`config.mk`:
```
export PLATFORM = sky130hd
export DESIGN_NAME = draw_sequencer
export DESIGN_NICKNAME = d
export VERILOG_FILES = /design/src/rtl/draw_seq_pkg.sv /design/src/rtl/draw_seq_next_obj.sv /design/src/rtl/draw_sequencer.sv
export SDC_FILE = /design/constraint.sdc
export NUM_CORES = 1
export LEC_CHECK = 0
export CORE_MARGIN = 8
export CORE_UTILIZATION = 56
export CTS_CLUSTER_SIZE = 24
export DETAILED_ROUTE_END_ITERATION = 8
export GPL_TIMING_DRIVEN = 0
export PLACE_DENSITY_LB_ADDON = 0.3
export SLEW_MARGIN = 20
export SYNTH_ARGS = -nofsm -noshare
export SYNTH_HDL_FRONTEND = slang
export SYNTH_SLANG_ARGS = --single-unit
```
`constraint.sdc`:
```
create_clock -name clk -period 3.4 [get_ports clk]
set_input_delay 0.68 -clock clk [delete_from_list [all_inputs] [get_ports clk]]
set_output_delay 0.68 -clock clk [all_outputs]
set_load 0.005 [all_outputs]
```
`src/rtl/draw_seq_pkg.sv`:
```
// Shared types and constants for the draw sequencer.
package draw_seq_pkg;

  typedef enum logic [2:0] {
    ERASE,
    DRAW,
    GAP,
    SETTLE,
    DELAY,
    UPDATE
  } drawState_t;

  localparam int unsigned OBJ_NONE = 0;

  // Counter width for a count of n, never narrower than one bit.
  function automatic int unsigned cntWidth(input int unsigned n);
    return (n > 1) ? $clog2(n) : 1;
  endfunction

endpackage

```
`src/rtl/draw_seq_next_obj.sv`:
```
// Combinational priority encoder: lowest enabled slot at or above startIdx.
module draw_seq_next_obj
  import draw_seq_pkg::*;
#(
  parameter int unsigned NUM_OBJECTS = 6,
  parameter int unsigned OBJ_W       = 4
) (
  input  logic [NUM_OBJECTS-1:0] objectEnable,
  input  logic [OBJ_W-1:0]       startIdx,
  output logic [OBJ_W-1:0]       nextIdx_c,
  output logic                   found_c
);

  // Scan downwards so the lowest qualifying slot is the last one written.
  always_comb begin
    found_c   = 1'b0;
    nextIdx_c = OBJ_W'(OBJ_NONE);
    for (int i = NUM_OBJECTS - 1; i >= 0; i--) begin
      if (objectEnable[i] && (OBJ_W'(i) >= startIdx)) begin
        found_c   = 1'b1;
        nextIdx_c = OBJ_W'(i);
      end
    end
  end

endmodule

```
`src/rtl/draw_sequencer.sv`:
```
// Erase / draw-objects / frame-delay / update sequencer for a VGA game loop.
// Optional pause of the inter-update delay with DRAW_SEQUENCER_PAUSE_EN.
module draw_sequencer
  import draw_seq_pkg::*;
#(
  parameter int unsigned NUM_OBJECTS       = 6,
  parameter int unsigned OBJ_W             = 4,
  parameter int unsigned FRAME_TICKS       = 833334,
  parameter int unsigned FRAMES_PER_UPDATE = 4
) (
  input  logic                   clk,
  input  logic                   reset,
  input  logic                   done_drawing,
  input  logic                   done_erasing,
  input  logic [NUM_OBJECTS-1:0] object_enable,
  input  logic                   pause,
  output logic [OBJ_W-1:0]       object_to_draw,
  output logic                   vga_plot,
  output logic                   in_erase_state,
  output logic                   in_update_state
);

  localparam int unsigned TICK_W  = cntWidth(FRAME_TICKS);
  localparam int unsigned FRAME_W = cntWidth(FRAMES_PER_UPDATE);
  localparam logic [TICK_W-1:0]  TICK_LOAD  = TICK_W'(FRAME_TICKS - 1);
  localparam logic [FRAME_W-1:0] FRAME_LAST = FRAME_W'(FRAMES_PER_UPDATE - 1);

  drawState_t         state, stateNext;
  logic [OBJ_W-1:0]   slot, slotNext;
  logic [TICK_W-1:0]  tick, tickNext;
  logic [FRAME_W-1:0] frame, frameNext;

  logic [OBJ_W-1:0]   searchStart;
  logic [OBJ_W-1:0]   foundSlot;
  logic               found;
  logic               holdDelay;

  logic               plotNext, eraseNext, updateNext;
  logic [OBJ_W-1:0]   objNext;

`ifdef DRAW_SEQUENCER_PAUSE_EN
  assign holdDelay = pause;
`else
  logic unusedPause;
  assign unusedPause = pause;
  assign holdDelay   = 1'b0;
`endif

  // ERASE searches from slot 0; GAP searches above the slot just drawn.
  assign searchStart = (state == GAP) ? (slot + OBJ_W'(1)) : '0;

  draw_seq_next_obj #(
    .NUM_OBJECTS(NUM_OBJECTS),
    .OBJ_W      (OBJ_W)
  ) uNextObj (
    .objectEnable(object_enable),
    .startIdx    (searchStart),
    .nextIdx_c   (foundSlot),
    .found_c     (found)
  );

  always_comb begin
    stateNext  = state;
    slotNext   = slot;
    tickNext   = tick;
    frameNext  = frame;
    plotNext   = 1'b0;
    eraseNext  = 1'b0;
    updateNext = 1'b0;
    objNext    = OBJ_W'(OBJ_NONE);

    case (state)
      ERASE: begin
        if (done_erasing) begin
          if (found) begin
            stateNext = DRAW;
            slotNext  = foundSlot;
          end else begin
            stateNext = SETTLE;
          end
        end
      end
      DRAW: begin
        if (done_drawing) stateNext = GAP;
      end
      GAP: begin
        if (found) begin
          stateNext = DRAW;
          slotNext  = foundSlot;
        end else begin
          stateNext = SETTLE;
        end
      end
      SETTLE: begin
        tickNext  = TICK_LOAD;
        frameNext = '0;
        stateNext = DELAY;
      end
      DELAY: begin
        if (!holdDelay) begin
          if (tick != '0) begin
            tickNext = tick - TICK_W'(1);
          end else if (frame != FRAME_LAST) begin
            tickNext  = TICK_LOAD;
            frameNext = frame + FRAME_W'(1);
          end else begin
            stateNext = UPDATE;
          end
        end
      end
      UPDATE: stateNext = ERASE;
      default: stateNext = ERASE;
    endcase

    // Moore decode of the upcoming state so the registered outputs track it.
    case (stateNext)
      ERASE: begin
        plotNext  = 1'b1;
        eraseNext = 1'b1;
      end
      DRAW: begin
        plotNext = 1'b1;
        objNext  = slotNext + OBJ_W'(1);
      end
      UPDATE: updateNext = 1'b1;
      default: ;
    endcase
  end

  always_ff @(posedge clk) begin
    if (reset) begin
      state           <= ERASE;
      slot            <= '0;
      tick            <= TICK_LOAD;
      frame           <= '0;
      vga_plot        <= 1'b1;
      in_erase_state  <= 1'b1;
      in_update_state <= 1'b0;
      object_to_draw  <= OBJ_W'(OBJ_NONE);
    end else begin
      state           <= stateNext;
      slot            <= slotNext;
      tick            <= tickNext;
      frame           <= frameNext;
      vga_plot        <= plotNext;
      in_erase_state  <= eraseNext;
      in_update_state <= updateNext;
      object_to_draw  <= objNext;
    end
  end

endmodule
```
Word-level counts from Yosys, hierarchy flattened
Cells that the tools add are included.
{"block": "totals", "reg_bits": 36, "input_bits": 11, "output_inout_bits": 7, "elab_cells": 74}
{"block": "classes", "addsub": 4, "magnitude_cmp": 6, "eq_ne": 10, "muxes": 31, "bitwise_logic": 1, "reduce_logical": 14}
{"operator": "$mux 20", "n": 2}
{"operator": "$pmux 20 s2", "n": 1}
{"operator": "$mux 3", "n": 10}
{"operator": "$reduce_bool 20->1", "n": 1}
{"operator": "$sub 20x1->20 const B", "n": 1}
{"operator": "$pmux 3 s5", "n": 1}
{"operator": "$mux 4", "n": 3}
{"operator": "$mux 1", "n": 9}
{"operator": "$add 4x1->4 const B", "n": 2}
{"operator": "$ge 1x4->1 const A", "n": 2}
{"operator": "$ge 2x4->1 const A", "n": 2}
{"operator": "$ge 3x4->1 const A", "n": 2}
{"operator": "$pmux 4 s2", "n": 1}
{"operator": "$eq 3x1->1 const B", "n": 2}
{"operator": "$eq 3x2->1 const B", "n": 2}
{"operator": "$eq 3x3->1 const B", "n": 2}
{"operator": "$logic_and 1x1->1", "n": 6}
{"operator": "$logic_not 3->1", "n": 2}
{"operator": "$mux 2", "n": 3}
{"operator": "$ne 2x2->1 const B", "n": 3}
{"operator": "$pmux 2 s2", "n": 1}
{"operator": "$reduce_or 2->1", "n": 2}
{"operator": "$ne 3x3->1 const B", "n": 1}
{"operator": "$reduce_and 3->1", "n": 1}
{"operator": "other kinds (4)", "n": 4}

Longest topological paths before layout
Gate-level depths: netlist of the first run.
{"block": "logic_depth", "word_depth": 16, "depth_mapped": 10, "ltp_nobuf": 10}

By module
A second synthesis of the first run with hierarchy kept.
{"block": "unflattened", "hier_cells": 233, "area_unflattened_um2": 2117.0}
{"module": "draw_sequencer", "n_inst": 1, "cells_each": 209, "area_each_um2": 1940.6, "seq_area_each_um2": 720.7}
{"module": "draw_seq_next_obj", "n_inst": 1, "cells_each": 24, "area_each_um2": 176.4, "seq_area_each_um2": 0.0}

Worst setup path after synthesis of the first run
OpenSTA, ideal clock, no wires.
{"block": "synth_timing", "kind": "reg2reg", "from": "register slot[0]", "to": "register object_to_draw[1]", "setup_ns": 0.115, "arrival_time_ns": 2.436, "required_ns": 3.285, "path_slack_ns": 0.849, "path_stages_with_launch": 10, "path_buffers": 0, "period_less_slack_ns": 2.551, "path_cell_list": "dfxtp_1 > ha_1 > nor2b_1 > o21a_1 > a221o_1 > a21oi_1 > mux2_4 > inv_1 > ha_1 > and2_1"}
{"block": "synth_between", "word_cells_on_any_way": 36, "cone_classes": "add/sub (2); order compare (6); eq/ne (1); mux (19); bitwise (1); reduce/logical (7)"}
{"item": "from (decl)", "line_no": "draw_sequencer.sv:29", "rtl": "logic [OBJ_W-1:0] slot, slotNext;"}
{"item": "from (signal assigned)", "line_no": "draw_sequencer.sv:142", "rtl": "slot <= slotNext;"}
{"item": "$add 4x1->4", "line_no": "draw_sequencer.sv:50", "rtl": "assign searchStart = (state == GAP) ? (slot + OBJ_W'(1)) : '0;"}
{"item": "$mux 4", "line_no": "draw_sequencer.sv:50"}
{"item": "$ge 3x4->1", "line_no": "draw_seq_next_obj.sv:19", "rtl": "if (objectEnable[i] && (OBJ_W'(i) >= startIdx)) begin"}
{"item": "$logic_and 1x1->1", "line_no": "draw_seq_next_obj.sv:19"}
{"item": "$mux 3 or $mux 1 (tied branches) (6 in a row)", "line_no": "draw_seq_next_obj.sv:19"}
{"item": "$mux 4", "line_no": "draw_sequencer.sv:75, draw_sequencer.sv:87"}
{"item": "$mux 4", "line_no": "draw_sequencer.sv:74", "rtl": "if (done_erasing) begin"}
{"item": "$pmux 4 s2 (*)", "line_no": "draw_sequencer.sv:72", "rtl": "case (state)"}
{"item": "via slotNext[0]", "line_no": "draw_sequencer.sv:29"}
{"item": "$add 4x1->4 (*)", "line_no": "draw_sequencer.sv:123", "rtl": "objNext = slotNext + OBJ_W'(1);"}
{"item": "to (signal assigned)", "line_no": "draw_sequencer.sv:139", "rtl": "object_to_draw <= OBJ_W'(OBJ_NONE);"}
{"item": "to (signal assigned)", "line_no": "draw_sequencer.sv:148", "rtl": "object_to_draw <= objNext;"}
{"item": "to (decl)", "line_no": "draw_sequencer.sv:17", "rtl": "output logic [OBJ_W-1:0] object_to_draw,"}
The timed path passes the listed nets; every way through them passes the cells marked *.
A chain may end at the register's enable or synchronous reset.

Worst setup path after layout of the first run
Same ends and word-level chain as after synthesis.

==> out/metrics.yaml, run 1 <==
power_and_ir_drop:
  switching_power_uw: 204
  switching_share_pct: 24.5
  vdd_ir_drop_max_uv: 256
  internal_power_uw: 630
  pwr-share-clk_pct: 35.9
  p_leak_uw: 0.000806
  power.density_mw_per_mm2: 378
  seqPwrFrac_pct: 52.3
  p_comb_share_pct: 11.8
sta:
  slew_headroom_pct: 55.6
  final-max-slew-violation-count: 0
  hold_ws_ns: 0.499
  rsz0062_at_grt: "no"
  finalCritPeriodShare_pct: 84.1
  fin_skew_ns: 0.0152
  tightest_slew_ns: 0.665
  setup_viol: 0
  tns_ns: 0
  max_freq_ghz: 0.350
  hold_viol: 0
  post-route-min-period_ns: 2.86
  setup_slack_ns: 0.540
route:
  wl_per_cell_um: 12.8
  drt.antenna.violating_nets: 0
  met2_length_um: 1800
  num_vias: 1656
  route.detailed.drc: 0
  first_pass_iters: 4
  vias_per_cell: 5.59
  detail_route.iter0.violations: 84
  totalWireLength_um: 3780
  route.top_layer_used: "met4"
  wl_met3_um: 98
  wl_met1_um: 1830
global_routing:
  antenna_found_initial: 0
  grt_usage_pct: 15.2
  grt_max_degree: 13
  grt_pass1_wl_um: 6670
  first_global_vias: 1567
  grt.overflow.total: 0
logic_synthesis:
  ys.flop_type: "dfxtp_1"
  synth_cell_types: 56
  syn_nets: 241
  syn_avg_cell_area_um2: 8.45
  async_flop_share_pct: 0
  netlist_area_mm2: 0.00191
  syn_inst: 226
  synth_edf_count: 0
  synth-seq-area-share_pct: 37.7
  synth-warning-count: 0
  synth-seq-cells: 36
critical_path:
  start_kind: "register"
  reg2reg_from: "slot[0]"
  worstSetupPathType: "reg -> reg"
  r2r-end: "object_to_draw[1]"
  r2r_slack_ns: 0.54
  required_ns: 3.64
  crit_fanout: 9
  reg2regPathDepth: 9
  crit_path_start: "slot[0]"
  endpoint: "object_to_draw[1]"
  crit_path_end_kind: "register"
  crit_arrival_ns: 3.10
cts:
  holdBufCountCts: 0
  ctsResizeCount: 0
  clock-sinks: 36
  cts_buffers: 5
  cts.reportedPaths.clkPinSlew_ns: 0.12
  postCtsSetupBuffers: 0
  cts_tree: "done"
  clock_latency_ns: 0.35
  h-tree-depth: 2
  cts-root-buf: "clkbuf_4"
  clock_path_buffers: 2
place:
  gp_congestion: 0.790
  io_buffers: 16
  place_ws_ns: 0.500
  dp_hpwl_um: 2830
die:
  ios: 18
  start_util_pct: 57.7
  die_height_um: 74.4
  die_area_mm2: 0.00553
  die_x_um: 74.4
  std_cell_rows: 21
  core_mm2: 0.00331
layout:
  layout_common_cells: "dfxtp_1 (36), nor2_1 (28), clkdlybuf4s50_1 (16)"
  final_common_cell: "dfxtp_1"
  syn_to_final_growth_pct: 15.6
  drive_above_1_share_pct: 8.80
  nNetsFinal: 264
  antennaDiodeCount: 0
  final_util_pct: 66.7
job:
  max-cap-violations: 0
run_status:
  status: "finished, final reports clean"
hold_path:
  hold_path_class: "reg -> reg"
==> layout make-up <==
| class | count | area [µm²] |
|---|---|---|
| Buffer | 10 | 55.1 |
| Multi-Input combinational cell | 168 | 1090 |
| Clock buffer | 5 | 37.5 |
| Tap cell | 46 | 57.6 |
| Fill cell | 309 | 1100 |
| Sequential cell | 36 | 721 |
| Clock inverter | 3 | 42.5 |
| Timing Repair Buffer | 16 | 160 |
| Inverter | 12 | 45.0 |
==> flip-flops by register name, indices dropped and copies added, names as in the netlist <==
name and count:
in_erase_state 1, slot 4, state 3, in_update_state 1, vga_plot 1, tick 20
object_to_draw 4, frame 2
==> synth_stat cells (all sizes together), types with 4 or more instances <==
cell type,n,area (µm²)
dfxtp,36,721
nor2,28,105
nor4,7,43.8
nor2b,4,25.0
or3,4,25.0
inv,12,45.0
o21ai,10,50.1
buf,5,36.3
xnor2,7,61.3
ha,4,50.1
nor3,11,55.1
nand2,15,56.3
a21oi,8,40.0
clkbuf,5,18.8
nand3,5,25.0
xor2,5,43.8
nand2b,5,31.3
o22ai,4,31.3
==> per-stage QoR <==
step,instances,power (µW),instance area [µm²]
global route,296,866,2210
detailed placement,288,544,2130
CTS,296,840,2210
floorplan,226,506,1910
global placement,288,542,2130
finish,296,834,2210
==> layer usage <==
metal,track usage (%),up-vias
li1,-,865
met1,18.2,765
met2,25.4,19
met3,3.77,7
met4,6.09,0
met5,0,-
==> cell families (layout without fill, tap and decap cells) <==
family / Yosys count / in the layout / synth area share (%)
AO/OA/AOI/OAI: 50 / 50 / 19.9
multiplexers: 1 / 1 / 0.786
flip-flops: 36 / 36 / 37.7
adder cells (fa/ha/maj): 4 / 4 / 2.62
XOR/XNOR: 12 / 12 / 5.50
buffers and inverters: 22 / 46 / 5.24
AND/OR/NAND/NOR: 101 / 101 / 28.2
==> worst min path at each step <==
stage | startpoint | to | slack, ns | cells past startpoint
global route | tick[3] | tick[3] | 0.54 | 2
floorplan | tick[10] | tick[10] | 0.46 | 2
CTS | tick[10] | tick[10] | 0.50 | 2
detailed placement | tick[10] | tick[10] | 0.48 | 2
finish | tick[10] | tick[10] | 0.50 | 2
global placement | tick[10] | tick[10] | 0.47 | 2
==> power by group through the flow <==
stage	sequential, µW	clock (µW)	combinational [µW]
global route	437	318	111
finish	436	300	98.2
detailed placement	446	0	98.3
CTS	436	305	98.6
floorplan	445	0	61.5
global placement	445	0	96.6
==> critical path, stage by stage (launching register included) <==
cell and delay [ns]:
dfxtp_1 0.50, ha_1 0.35, nor2b_1 0.16, o21a_1 0.20, a221o_1 0.41, a21oi_1 0.32
mux2_4 0.37, inv_1 0.08, ha_1 0.22, and2_1 0.14
No activity file was read; power rests on OpenSTA's default activity.
==> run 2: changes to the inputs <==
- CORE_UTILIZATION: 56 -> 51
- clock period: 3.4 -> 2.45 ns (I/O delays scaled with it)
==> run 2 against run 1 <==
  * Critical path depth up 1
  * Sequential power up 39%
  * The run now ends with negative setup slack left
  * Clock skew down 0.0042 ns
  * Clock power up 71%
  * Worst hold slack worse by 0.016 ns
  * Register-to-register slack worse by 0.62 ns
  * Flip-flop and latch count unchanged
  * Fmax up 13%
==> out/metrics.yaml, run 2 (synthesis gave the netlist of run 1 again) <==
run_status:
  status: "finished, violations left"
  violations: "negative setup slack"
global_routing:
  busiest_layer: "met2"
  met3_usage_pct: 5.13
  use_met2_pct: 25.4
  use_met1_pct: 16.0
  grt_pass1_wl_um: 7380
  grt_max_degree: 12
  grt_usage_pct: 14.5
  grt.overflow.total: 0
  antenna_found_initial: 0
  first_global_vias: 1741
sta:
  rsz0062_at_grt: "yes"
  setup_viol: 3
  post-route-min-period_ns: 2.53
  hold_viol: 0
  hold_ws_ns: 0.484
  slew_headroom_pct: 59.7
  max_freq_ghz: 0.395
  fin_skew_ns: 0.0110
  finalCritPeriodShare_pct: 103
  final-max-slew-violation-count: 0
  tns_ns: -0.107
  tightest_slew_ns: 0.599
  setup_slack_ns: -0.0823
power_and_ir_drop:
  p_leak_uw: 0.000907
  vdd_ir_drop_max_uv: 340
  power.density_mw_per_mm2: 521
layout:
  final_util_pct: 69.0
  largest-register: "tick"
  layout_common_cells: "dfxtp_1 (33), nor2_1 (28), clkdlybuf4s50_1 (16)"
  drive_above_1_share_pct: 21.2
  antennaDiodeCount: 0
  final_cell_area_mm2: 0.00251
  syn_to_final_growth_pct: 31.3
  largest_register_ffs: 20
  nNetsFinal: 274
  final_common_cell: "dfxtp_1"
  reg.largest.list: "tick x20, object_to_draw x4, slot x4"
critical_path:
  reg2regPathDepth: 10
  start_kind: "register"
  crit_arrival_ns: 2.72
  crit_path_end_kind: "register"
  required_ns: 2.63
  worstSetupPathType: "reg -> reg"
  crit_fanout: 10
route:
  first_pass_iters: 4
  totalWireLength_um: 4740
  drt.antenna.violating_nets: 0
  wl_per_cell_um: 15.4
  route.detailed.drc: 0
  vias_per_cell: 5.75
  detail_route.iter0.violations: 102
  num_vias: 1771
place:
  dp_hpwl_um: 2940
  gp_congestion: 0.848
  io_buffers: 16
  placed_area_mm2: 0.00215
die:
  die_height_um: 77.2
  core_mm2: 0.00363
  die_area_mm2: 0.00596
  std_cell_rows: 22
  die_x_um: 77.2
  start_util_pct: 52.5
  ios: 18
cts:
  cts.reportedPaths.clkPinSlew_ns: 0.07
  holdBufCountCts: 0
  clock-sinks: 36
  cts-root-buf: "clkbuf_8"
  cts_buffers: 5
  clock_latency_ns: 0.29
  clock_path_buffers: 2
  cts_tree: "done"
  h-tree-depth: 2
job:
  max-cap-violations: 0
hold_path:
  whs_path_depth: 2
  hold_path_class: "reg -> reg"
-- run 2: cell types whose count changed in the layout (fill, tap and decap cells not counted), moves of 3 or more --
cell      delta
clkbuf_8     +5
clkbuf_4     -5
dfxtp_1      -3
buf_4        +8
-- run 2: layout make-up --
| type | instances | area (µm²) |
|---|---|---|
| timing repair buffer | 26 | 239 |
| fill | 278 | 1130 |
| buffer | 10 | 61.3 |
| sequential | 36 | 729 |
| clock buffer | 6 | 72.6 |
| multi-input combinational | 168 | 1260 |
| inverter | 12 | 47.5 |
| clock inverter | 2 | 35.0 |
| tap | 48 | 60.1 |
-- run 2: report_power, final --
| group | switching (µW) | total, µW | internal, µW |
|---|---|---|---|
| clock network | 210 | 512 | 302 |
| registers | 7.20 | 604 | 597 |
| logic | 99.4 | 190 | 90.7 |
-- run 2: worst paths after layout --
| path | from | endpoint | slack, ns |
|---|---|---|---|
| min reg2reg | tick[10] | tick[10] | 0.48 |
| max | state[2] | object_to_draw[2] | -0.08 |
| min | tick[10] | tick[10] | 0.48 |
| max reg2reg | state[2] | object_to_draw[2] | -0.08 |
-- run 2: timing repair --
| item | 4_1_cts | 5_1_grt |
|---|---|---|
| pin swaps | 7 | 11 |
| gates cloned | 0 | 0 |
| gates resized for setup | 9 | 26 |
| setup buffers | 5 | 5 |
| endpoints found under the hold margin | 0 | 0 |
| endpoints found under the setup margin | 7 | 17 |
-- run 2: critical path, cell delays in order, from the launching register on --
cell and delay, ns:
dfxtp_1 0.30, buf_4 0.16, or3b_4 0.44, o31ai_1 0.35, a221o_1 0.29, a21oi_2 0.10, mux2_4 0.35, inv_4 0.07
ha_4 0.13, xor2_1 0.17, nor2_1 0.06
-- run 2: metal layers --
layer | wire length, µm | share of wire, %
met1 | 2080 | 44
met2 | 2380 | 50
met3 | 188 | 4.0
met4 | 89 | 1.9
met5 | 0 | 0
-- run 2: per-stage QoR --
stage	setup WS [ns]	std cells	total power (µW)
floorplan	0.0588	226	706
global placement	-0.203	290	756
detailed placement	-0.202	290	757
CTS	0.00533	303	1270
global route	-0.162	308	1350
finish	-0.0823	308	1310
==> run 3: changes to the inputs <==
- CORE_UTILIZATION: 51 -> 40
==> run 3 against run 2 <==
  * The run now ends clean
  * Worst setup slack better by 0.089 ns
  * Clock-buffer cell count is 1 higher
  * Clock skew is 0.0036 ns lower
  * Cell area hardly changed
  * Cell count is 0.97% higher
  * Combinational power is 6% lower
  * Global-route usage is 2.3 points lower
  * Worst hold slack better by 0.0064 ns
  * Critical path type unchanged
==> out/metrics.yaml, run 3 (synthesis gave the netlist of run 1 again) <==
die:
  core_mm2: 0.00466
  die_area_mm2: 0.00724
  std_cell_rows: 25
  die_height_um: 85.1
  ios: 18
  start_util_pct: 41.0
  die_x_um: 85.1
route:
  totalWireLength_um: 4410
  route.top_layer_used: "met4"
  wl_met1_um: 2110
  num_vias: 1724
  drt.antenna.violating_nets: 0
  route.detailed.drc: 0
  wl_per_cell_um: 14.2
  met2_length_um: 2060
  wl_met3_um: 177
  first_pass_iters: 4
  detail_route.iter0.violations: 77
  vias_per_cell: 5.54
global_routing:
  antenna_found_initial: 0
  grt.overflow.total: 0
  first_global_vias: 1635
  grt_pass1_wl_um: 7360
  grt_usage_pct: 12.3
  grt_max_degree: 12
layout:
  fillCellCount: 419
  multi_input_area_mm2: 0.00126
  reg.largest.list: "tick x20, object_to_draw x4, slot x4"
  syn_to_final_growth_pct: 31.4
  largest-register: "tick"
  fin_cells: 311
  layout_common_cells: "dfxtp_1 (33), nor2_1 (28), clkdlybuf4s50_1 (16)"
  antennaDiodeCount: 0
  nNetsFinal: 271
  drive_above_1_share_pct: 21.0
  final_common_cell: "dfxtp_1"
  final_cell_area_mm2: 0.00251
  largest_register_ffs: 20
  seqCellArea_um2: 729
critical_path:
  reg2regPathDepth: 8
  crit_arrival_ns: 2.64
  reg2reg_from: "slot[1]"
  crit_path_end_kind: "register"
  r2r-end: "object_to_draw[3]"
  r2r_slack_ns: 0.007
  endpoint: "object_to_draw[3]"
  crit_path_start: "slot[1]"
  crit_fanout: 5
  required_ns: 2.64
  worstSetupPathType: "reg -> reg"
  start_kind: "register"
cts:
  clock-sinks: 36
  cts-root-buf: "clkbuf_8"
  clock_path_buffers: 2
  h-tree-depth: 2
  cts_buffers: 5
  cts.reportedPaths.clkPinSlew_ns: 0.07
  cts_tree: "done"
  clock_latency_ns: 0.28
  holdBufCountCts: 0
place:
  placed_area_mm2: 0.00215
  place_ws_ns: -0.192
  place_inst: 296
  dp_hpwl_um: 2960
  io_buffers: 16
  gp_congestion: 0.850
sta:
  max_freq_ghz: 0.409
  slew_headroom_pct: 63.8
  final-max-slew-violation-count: 0
  fin_skew_ns: 0.00733
  tns_ns: 0
  finalCritPeriodShare_pct: 99.7
  hold_viol: 0
  setup_slack_ns: 0.00677
  tightest_slew_ns: 0.544
  setup_viol: 0
  hold_ws_ns: 0.490
  post-route-min-period_ns: 2.44
  rsz0062_at_grt: "yes"
power_and_ir_drop:
  seqPwrFrac_pct: 44.6
  internal_power_uw: 1040
  power.density_mw_per_mm2: 539
  switching_power_uw: 310
  p_comb_share_pct: 13.3
  pwr-share-clk_pct: 42.1
  switching_share_pct: 23.0
  vdd_ir_drop_max_uv: 340
  p_leak_uw: 0.000894
job:
  max-cap-violations: 0
hold_path:
  hold_path_class: "reg -> reg"
run_status:
  status: "finished, final reports clean"
run 3: cell types whose count changed in the layout (fill, tap and decap cells not counted), moves of 2 or more:
cell / delta
clkbuf_1: -2
o31ai_1: -2
o31ai_2: +2
clkbuf_8: +2
run 3: critical path, cell delays in order, from the launching register on:
cell     delay, ns
dfxtp_4       0.36
ha_4          0.27
or4bb_4       0.55
o311a_4       0.16
o22ai_4       0.12
a21oi_2       0.09
mux2_4        0.35
buf_4         0.15
o41ai_2       0.29
run 3: per-layer routing:
| metal | track usage (%) | up-vias |
|---|---|---|
| li1 | - | 879 |
| met1 | 15.2 | 811 |
| met2 | 20.0 | 27 |
| met4 | 4.05 | 0 |
| met5 | 0 | - |
| met3 | 3.28 | 7 |
run 3: worst min-delay path by stage:
stage / start / endpoint / slack [ns] / cells past startpoint
finish: tick[10] / tick[10] / 0.49 / 2
floorplan: tick[10] / tick[10] / 0.46 / 2
CTS: tick[10] / tick[10] / 0.49 / 2
global route: tick[10] / tick[10] / 0.51 / 2
global placement: tick[10] / tick[10] / 0.47 / 2
detailed placement: tick[10] / tick[10] / 0.48 / 2
run 3: layout make-up:
| type | count | share of cell area [%] |
|---|---|---|
| Buffer | 9 | 2.39 |
| Clock buffer | 7 | 3.84 |
| Clock inverter | 1 | 1.20 |
| Inverter | 12 | 1.90 |
| Multi-Input combinational cell | 168 | 50.1 |
| Sequential cell | 36 | 29.1 |
| Tap cell | 54 | 2.69 |
| Timing Repair Buffer | 24 | 8.78 |
run 3: power groups by stage:
stage | sequential (µW) | combinational, µW | clock, µW
final | 603 | 179 | 569
after CTS | 603 | 153 | 581
after floorplan | 619 | 87.8 | 0
after global routing | 604 | 195 | 604
after detailed placement | 619 | 140 | 0
after global placement | 619 | 139 | 0
run 3: timing repair:
item | in CTS | in global routing
gates resized for setup | 12 | 23
setup buffers | 4 | 4
pin swaps | 5 | 7
setup endpoints to repair | 6 | 16
endpoints found under the hold margin | 0 | 0
run 3: through the flow:
stage / total power [µW] / util, %
2_1_floorplan: 706 / -
3_3_place_gp: 758 / 46.2
3_5_place_dp: 759 / 46.2
4_1_cts: 1340 / 50.6
5_1_grt: 1400 / 53.8
6_report: 1350 / 53.8
